===== config.mk =====
export PLATFORM = sky130hd
export DESIGN_NAME = stage_output_mixer
export DESIGN_NICKNAME = d
export VERILOG_FILES = /design/src/rtl/stage_output_mixer_pkg.sv /design/src/rtl/stage_output_mixer_sample_output_buffer.sv /design/src/rtl/stage_output_mixer.sv
export SDC_FILE = /design/constraint.sdc
export NUM_CORES = 1
export LEC_CHECK = 0
export ABC_AREA = 1
export BUFFER_PORTS_ARGS = -buffer_cell sky130_fd_sc_hd__buf_2
export CAP_MARGIN = 10
export CORE_MARGIN = 3
export CORE_UTILIZATION = 57
export DETAILED_ROUTE_END_ITERATION = 10
export GPL_TIMING_DRIVEN = 0
export PLACE_DENSITY = 0.83
export SKIP_LAST_GASP = 1
export SYNTH_ARGS = -nofsm -noshare
export SYNTH_HDL_FRONTEND = slang
export SYNTH_HIERARCHICAL = 1
export SYNTH_SLANG_ARGS = --single-unit

===== constraint.sdc =====
create_clock -name i_Clock -period 3.9 [get_ports i_Clock]
set_input_delay 0.585 -clock i_Clock [delete_from_list [all_inputs] [get_ports i_Clock]]
set_output_delay 0.585 -clock i_Clock [all_outputs]
set_load 0.02 [all_outputs]

===== src/rtl/stage_output_mixer_pkg.sv =====
// Shared constants and helpers for the operator output pipeline: widths,
// the carrier flag position in the algorithm word, and 16-bit saturation.
package stage_output_mixer_pkg;

  localparam int NUM_OPERATORS_DEF = 128;
  localparam int OP_ID_W           = 7;
  localparam int ALG_W             = 8;
  localparam int ALG_CARRIER_BIT   = 0;
  localparam int MIXER_ACC_WIDTH   = 16 + $clog2(NUM_OPERATORS_DEF);
  localparam int SAT_IN_W          = 40;
  localparam logic [15:0] VOLUME_UNITY = 16'h8000;

  // Clamp a wide signed value into the signed 16-bit audio range.
  function automatic logic signed [15:0] saturate16(input logic signed [SAT_IN_W-1:0] x);
    localparam logic signed [SAT_IN_W-1:0] MaxV = 32767;
    localparam logic signed [SAT_IN_W-1:0] MinV = -32768;
    if (x > MaxV) return 16'sh7FFF;
    if (x < MinV) return -16'sh8000;
    return x[15:0];
  endfunction

endpackage


===== src/rtl/stage_output_mixer_sample_output_buffer.sv =====
// sample_output_buffer: single-entry valid/ready output register; a load over
// an unconsumed sample replaces it and raises a sticky overrun flag.
module sample_output_buffer (
  input  logic               clk_i,
  input  logic               rst_i,
  input  logic               load_i,
  input  logic signed [15:0] data_i,
  input  logic               ready_i,
  output logic signed [15:0] data_o,
  output logic               valid_o,
  output logic               overrun_o
);

  logic signed [15:0] data_q, data_d;
  logic               valid_q, valid_d;
  logic               overrun_q, overrun_d;

  always_comb begin
    data_d    = data_q;
    valid_d   = valid_q;
    overrun_d = overrun_q;
    if (load_i) begin
      data_d  = data_i;
      valid_d = 1'b1;
      if (valid_q && !ready_i) overrun_d = 1'b1;
    end else if (valid_q && ready_i) begin
      valid_d = 1'b0;
    end
  end

  always_ff @(posedge clk_i) begin
    if (rst_i) begin
      data_q    <= 16'sd0;
      valid_q   <= 1'b0;
      overrun_q <= 1'b0;
    end else begin
      data_q    <= data_d;
      valid_q   <= valid_d;
      overrun_q <= overrun_d;
    end
  end

  assign data_o    = data_q;
  assign valid_o   = valid_q;
  assign overrun_o = overrun_q;

endmodule


===== src/rtl/stage_output_mixer.sv =====
// Final operator-pipeline stage: sums carrier samples per frame, scales,
// saturates and hands one sample per frame to the sink. MIXER_VOLUME_EN adds master volume.
module stage_output_mixer
  import stage_output_mixer_pkg::*;
#(
  parameter int NUM_OPERATORS = NUM_OPERATORS_DEF,
  parameter int CARRIER_BIT   = ALG_CARRIER_BIT,
  parameter int OUTPUT_SHIFT  = 3
) (
  input  logic               i_Clock,
  input  logic               i_Reset,
  input  logic [OP_ID_W-1:0] i_VoiceOperator,
  input  logic [ALG_W-1:0]   i_AlgorithmWord,
  input  logic signed [15:0] i_Waveform,
  input  logic               i_VolumeWriteEnable,
  input  logic [15:0]        i_ConfigWriteData,
  output logic signed [15:0] o_Sample,
  output logic               o_SampleValid,
  input  logic               i_SampleReady,
  output logic               o_Overrun
);

  localparam int ACC_W = 16 + $clog2(NUM_OPERATORS);
  localparam logic [OP_ID_W-1:0] LAST_ID = OP_ID_W'(NUM_OPERATORS - 1);

  logic                    is_first, is_last, carrier;
  logic signed [ACC_W-1:0] contrib;
  logic signed [ACC_W-1:0] acc_q, acc_d;
  logic                    sync_q, sync_d;
  logic                    vld_p1_q, vld_p1_d;
  logic signed [ACC_W-1:0] acc_shifted;
  logic signed [15:0]      frame_sat;
  logic                    load;
  logic signed [15:0]      load_data;
  logic                    unused_alg;

  assign is_first   = (i_VoiceOperator == '0);
  assign is_last    = (i_VoiceOperator == LAST_ID);
  assign carrier    = i_AlgorithmWord[CARRIER_BIT];
  assign unused_alg = ^i_AlgorithmWord;
  assign contrib    = carrier ? ACC_W'(i_Waveform) : '0;

  // Stage 1: accumulate; ID 0 restarts the sum, the last ID closes a synced frame
  always_comb begin
    acc_d    = is_first ? contrib : acc_q + contrib;
    sync_d   = sync_q | is_first;
    vld_p1_d = is_last & sync_d;
  end

  always_ff @(posedge i_Clock) begin
    if (i_Reset) begin
      acc_q    <= '0;
      sync_q   <= 1'b0;
      vld_p1_q <= 1'b0;
    end else begin
      acc_q    <= acc_d;
      sync_q   <= sync_d;
      vld_p1_q <= vld_p1_d;
    end
  end

  // Stage 2: scale and saturate the closed frame sum
  assign acc_shifted = acc_q >>> OUTPUT_SHIFT;
  assign frame_sat   = saturate16(SAT_IN_W'(acc_shifted));

`ifdef MIXER_VOLUME_EN
  logic [15:0]        vol_q, vol_d;
  logic signed [15:0] sat_p2_q;
  logic               vld_p2_q;
  logic signed [32:0] vol_prod;
  logic signed [32:0] vol_scaled;

  assign vol_d = i_VolumeWriteEnable ? i_ConfigWriteData : vol_q;

  always_ff @(posedge i_Clock) begin
    if (i_Reset) begin
      vol_q    <= VOLUME_UNITY;
      vld_p2_q <= 1'b0;
    end else begin
      vol_q    <= vol_d;
      vld_p2_q <= vld_p1_q;
    end
  end

  always_ff @(posedge i_Clock) begin
    sat_p2_q <= frame_sat;
  end

  // Stage 3: Q1.15 volume; the unsigned gain is zero-extended before the signed multiply
  assign vol_prod   = 33'(sat_p2_q) * $signed({17'b0, vol_q});
  assign vol_scaled = vol_prod >>> 15;
  assign load       = vld_p2_q;
  assign load_data  = saturate16(SAT_IN_W'(vol_scaled));
`else
  logic unused_cfg;
  assign unused_cfg = ^{i_VolumeWriteEnable, i_ConfigWriteData};
  assign load       = vld_p1_q;
  assign load_data  = frame_sat;
`endif

  sample_output_buffer u_out_buf (
    .clk_i     (i_Clock),
    .rst_i     (i_Reset),
    .load_i    (load),
    .data_i    (load_data),
    .ready_i   (i_SampleReady),
    .data_o    (o_Sample),
    .valid_o   (o_SampleValid),
    .overrun_o (o_Overrun)
  );

endmodule


Word level (Yosys, flattened, before mapping)

Index checks and enable logic that the tools add are counted.

Muxes and demuxes: 11
Bitwise logic cells: 2
Eq/ne operators: 1
Add/sub/neg operators: 1
Order comparisons: 2
Reduce and logical (&&, ||, !) cells: 6

Operator list:

| operator               | count |
|---|---|
| $mux W16               | 4 |
| $mux W23               | 2 |
| $add A23 B23 Y23       | 1 |
| $gt A20 B16 Y1 const B | 1 |
| $lt A20 B16 Y1 const B | 1 |
| $eq A7 B7 Y1 const B   | 1 |
| $logic_not A7 Y1       | 1 |
| $mux W1                | 5 |
| $logic_and A1 B1 Y1    | 2 |
| $reduce_and A2 Y1      | 1 |
| $reduce_bool A2 Y1     | 1 |
| $and A1 B1 Y1          | 1 |
| $logic_not A1 Y1       | 1 |
| $or A1 B1 Y1           | 1 |

Register bits after elaboration: 43
Word-level logic and storage cells: 29
Input bits: 51
Output and inout port bits: 18

Logic depth before layout (Yosys ltp)

Depth after elaboration: 5
Depth in mapped cells: 17
Mapped depth without buffers: 15

Hierarchy

The synthesis kept the hierarchy.

Modules (own cells, without submodules):

| module               | seq. area each (sq um) | instances | cells an instance | area an instance (sq um) |
|---|---|---|---|---|
| stage_output_mixer   | 500.5                  | 1         | 490               | 2785.2 |
| sample_output_buffer | 360.3                  | 1         | 78                | 716.9 |

Least setup slack after synthesis

No wires, ideal clock.

Path type: input -> register
Start: in i_AlgorithmWord[0]
End: reg acc_q[16]
Arrival time: 2.407 ns
Slack: 1.359 ns
Stages: 17
Required time: 3.766 ns
Path through: clkbuf_1 > buf_2 > nand2_1 > inv_1 > ha_1 > inv_1 > fa_1 > inv_1 > nand3_1 > nand3_1 > nand2_1 > nand2_1 > nand2_1 > nand2_1 > nand2_1 > nand3_1 > a21oi_1

Word-level cells in the longest chain between the ends: 3

Ends and longest elaborated chain:

| what                   | RTL line                 | RTL |
|---|---|---|
| start: declaration     | stage_output_mixer.sv:13 | `input logic [ALG_W-1:0] i_AlgorithmWord,` |
| $mux W23 *             | stage_output_mixer.sv:41 | `assign contrib = carrier ? ACC_W'(i_Waveform) : '0;` |
| $add A23 B23 Y23       | stage_output_mixer.sv:45 | `acc_d = is_first ? contrib : acc_q + contrib;` |
| $mux W23 *             | stage_output_mixer.sv:45 |  |
| end signal: assignment | stage_output_mixer.sv:52 | `acc_q <= '0;` |
| end signal: assignment | stage_output_mixer.sv:56 | `acc_q <= acc_d;` |
| end: declaration       | stage_output_mixer.sv:28 | `logic signed [ACC_W-1:0] acc_q, acc_d;` |

Mark *: on every way between the ends. The rest lies on a longest branch, timed or not.
A chain may end at the register's enable or synchronous reset.

Final worst setup path

Ends and elaborated chain as after synthesis.

==> flow_summary.toml <==
[grt]
grt_usage = 0.2584
grt_pass1_vias = 3351
antenna_found_initial = 0
overflow = 0
grt_max_degree = 14
grt_pass1_wl_um = 15240

[route]
antenna_left = 0
vias_per_cell = 5.146
dr.pass1.iters = 5
routed_wl_um = 8887
dr_total_vias = 3556
drc = 0
post_drt_wl_per_cell_um = 12.86
drt_iter0_drc = 235

[layout]
syn_to_final_growth_pct = 12.50
final_cell_area_um2 = 3940
fin_util = 0.6901
nNetsFinal = 692
final_common_cell = "nand2_1"
layout-drive-gt1-share = 0.1761
antenna_cells = 0
final_cell_count_no_fill = 691
final_cell_mix = "nand2_1 (172), inv_1 (116), a21oi_1 (57), buf_2 (48), dfxtp_1 (43)"

[yosys]
synth_nets = 642
ys.warnings.count = 6
seq_area_frac_synth = 0.2458
ys_seq_elements = 43
synth.cell_area_um2 = 3502
synth_top_area_share = 0.2458
synth.distinct_cells = 32
synth_largest_area_cell = "dfxtp_1"
synth.avg_cell_area_um2 = 6.166
yosys-top-cells-area = "dfxtp_1 (25%), nand2_1 (18%), inv_1 (12%), a21oi_1 (8.1%), ha_1 (7.9%)"
synthCells = 568

[sta]
fin_ws_ns = 1.142
final_max_slew_viol_count = 0
holdWs_ns = 0.4558
setup_viol = 0
finalCriticalPeriod_ns = 2.758
hold_viol = 0
worstMarginPinSlew_ns = 0.9681
rsz0062_at_grt = "no"
max-slew-margin-rel = 0.3476
finalCritPeriodShare = 0.7073
fmax_ghz = 0.3625
skew_ns = 0.007264
totalNegativeSetupSlack_ns = 0

[critical_path]
critPathArrivalTime_ns = 2.93
path_cells = "clkbuf_1 -> buf_2 -> nand2_1 -> inv_1 -> ha_1 -> inv_1 -> fa_1 -> inv_1 -> nand3_1 -> nand3_1 -> nand2_1 -> nand2_1 -> nand2_1 -> nand2_1 -> nand2_1 -> nand3_1 -> a21oi_1"
crit_buf_inv = 5
crit_fanout = 10
slowest_delay_ns = 0.40
cp-end-kind = "flop"
crit_slowest_cell = "fa_1"
rr_worst_depth = 13
critPathTopFamily = "simple AND/OR/NAND/NOR gates"
path_class = "in -> reg"
worstPathRequired_ns = 4.07
crit_path_frequent_cell = "nand2_1"
cp-start-kind = "primary input"
path_depth = 17

[floorplan]
core_area_um2 = 5709
ios = 69
die_h_um = 84.39
row_count = 27
fp.dieW_um = 84.39
start_util = 0.6134
die_area_um2 = 7121

[clocking]
cts_tree = "done"
cts_buffers = 5
clockBufferDepth = 2
cts_resized = 0
cts.sinks = 43
clk_latency_ns = 0.30
root_buffer = "clkbuf_8"
clkTransAtPathRegs_ns = 0.09
htreeDepth = 2
ctsHoldBuffers = 0
post_cts_buffers = 0

[placed_design]
portBuffers = 43
postPlaceCellArea_um2 = 3807
dp_hpwl_um = 7128
pre_cts_slack_ns = 0.8502
placed_cells_incl_taps = 683
place_congestion = 0.9899

[pwr]
p_int_mw = 0.8990
power_frac_comb = 0.328
pwr-share-seq = 0.365
p_clk_frac = 0.307
p_leak_nw = 2.220
irDropWorstVdd_mv = 0.1711
p_total_mw = 1.377
p_per_area_nw_per_um2 = 349.4
switchingPower_mw = 0.4777
switching_share = 0.3470

[min_path]
min_path_type = "reg -> reg"
hold_depth = 2

[run_status]
status = "complete, no violations"

[run]
maxCapViolCount = 0
-- cell families (layout without fill, tap and decap cells) --
kind of cell,count (synthesis),count (layout),share of synthesized area
AO/OA/AOI/OAI,83,83,0.1368
XOR/XNOR,10,10,0.02501
adder cells (fa/ha/maj),23,23,0.08431
buffers and inverters,137,188,0.1640
flip-flops,43,43,0.2458
AND/OR/NAND/NOR,272,272,0.3440
-- state kept, by name, summed over array words and instances, names as in the netlist --
| register | flops |
|---|---|
| u_out_buf/valid_o | 1 |
| acc_q | 23 |
| u_out_buf/data_o | 16 |
| u_out_buf/overrun_o | 1 |
| sync_q | 1 |
| load | 1 |
-- synth_stat cells --
cell and count:
xnor2_1 2, nand2_1 172, inv_8 1, and2_4 1, nor2_1 26, inv_1 116
buf_4 3, buf_12 1, buf_8 1, nor2_2 3, a41oi_1 1, xor2_1 8
buf_2 5, nand2_2 18, or2_1 2, nor3_1 3, nand3_2 3, dfxtp_1 43
o21ai_0 11, nor4_1 2, nand3b_1 4, fa_1 1, buf_6 1, a21oi_1 57
clkbuf_1 5, ha_1 22, o41ai_2 1, nor2_4 4, inv_2 4, nand3_1 29
nand4_1 5, a21oi_2 13
-- path summary, 6_finish.rpt --
| path | from | to | slack, ns |
|---|---|---|---|
| max | i_AlgorithmWord[0] | acc_q[16] | 1.14 |
| min | u_out_buf/overrun_o | u_out_buf/overrun_o | 0.46 |
| max reg2reg | acc_q[0] | acc_q[16] | 1.83 |
| min reg2reg | u_out_buf/overrun_o | u_out_buf/overrun_o | 0.46 |
-- worst min-delay path, delay by kind of cell (launching register included) --
family / cells / cell delay (ns)
flip-flops: 1 / 0.31
buffers and inverters: 1 / 0.04
AO/OA/AOI/OAI: 1 / 0.05
-- layer usage --
| metal | GRT usage | wire length (um) | share of wire |
|---|---|---|---|
| met4 | 0.08345 | 271 | 0.030 |
| met5 | 0 | 0 | 0 |
| met2 | 0.4333 | 3964 | 0.45 |
| met3 | 0.04907 | 638 | 0.072 |
| met1 | 0.3345 | 4013 | 0.45 |
-- power groups by stage --
stage                     Clock [mW]  Sequential [mW]  Combinational [mW]
final                          0.422            0.503               0.452
after global placement             0            0.511               0.431
after CTS                      0.428            0.502               0.447
after global routing           0.448            0.507               0.508
after detailed placement           0            0.513               0.443
after floorplan                    0            0.505               0.344
-- cell type report --
class	instances	area, um2
plain buffers	16	112.6
clock buffers	6	72.57
clock inverters	2	60.06
fillers	539	1769
inverters	121	461.7
multi-input cells	388	2067
flip-flops and latches	43	860.8
well taps	72	90.09
repair buffers	43	215.2
Power figures use the tool's default switching activity.
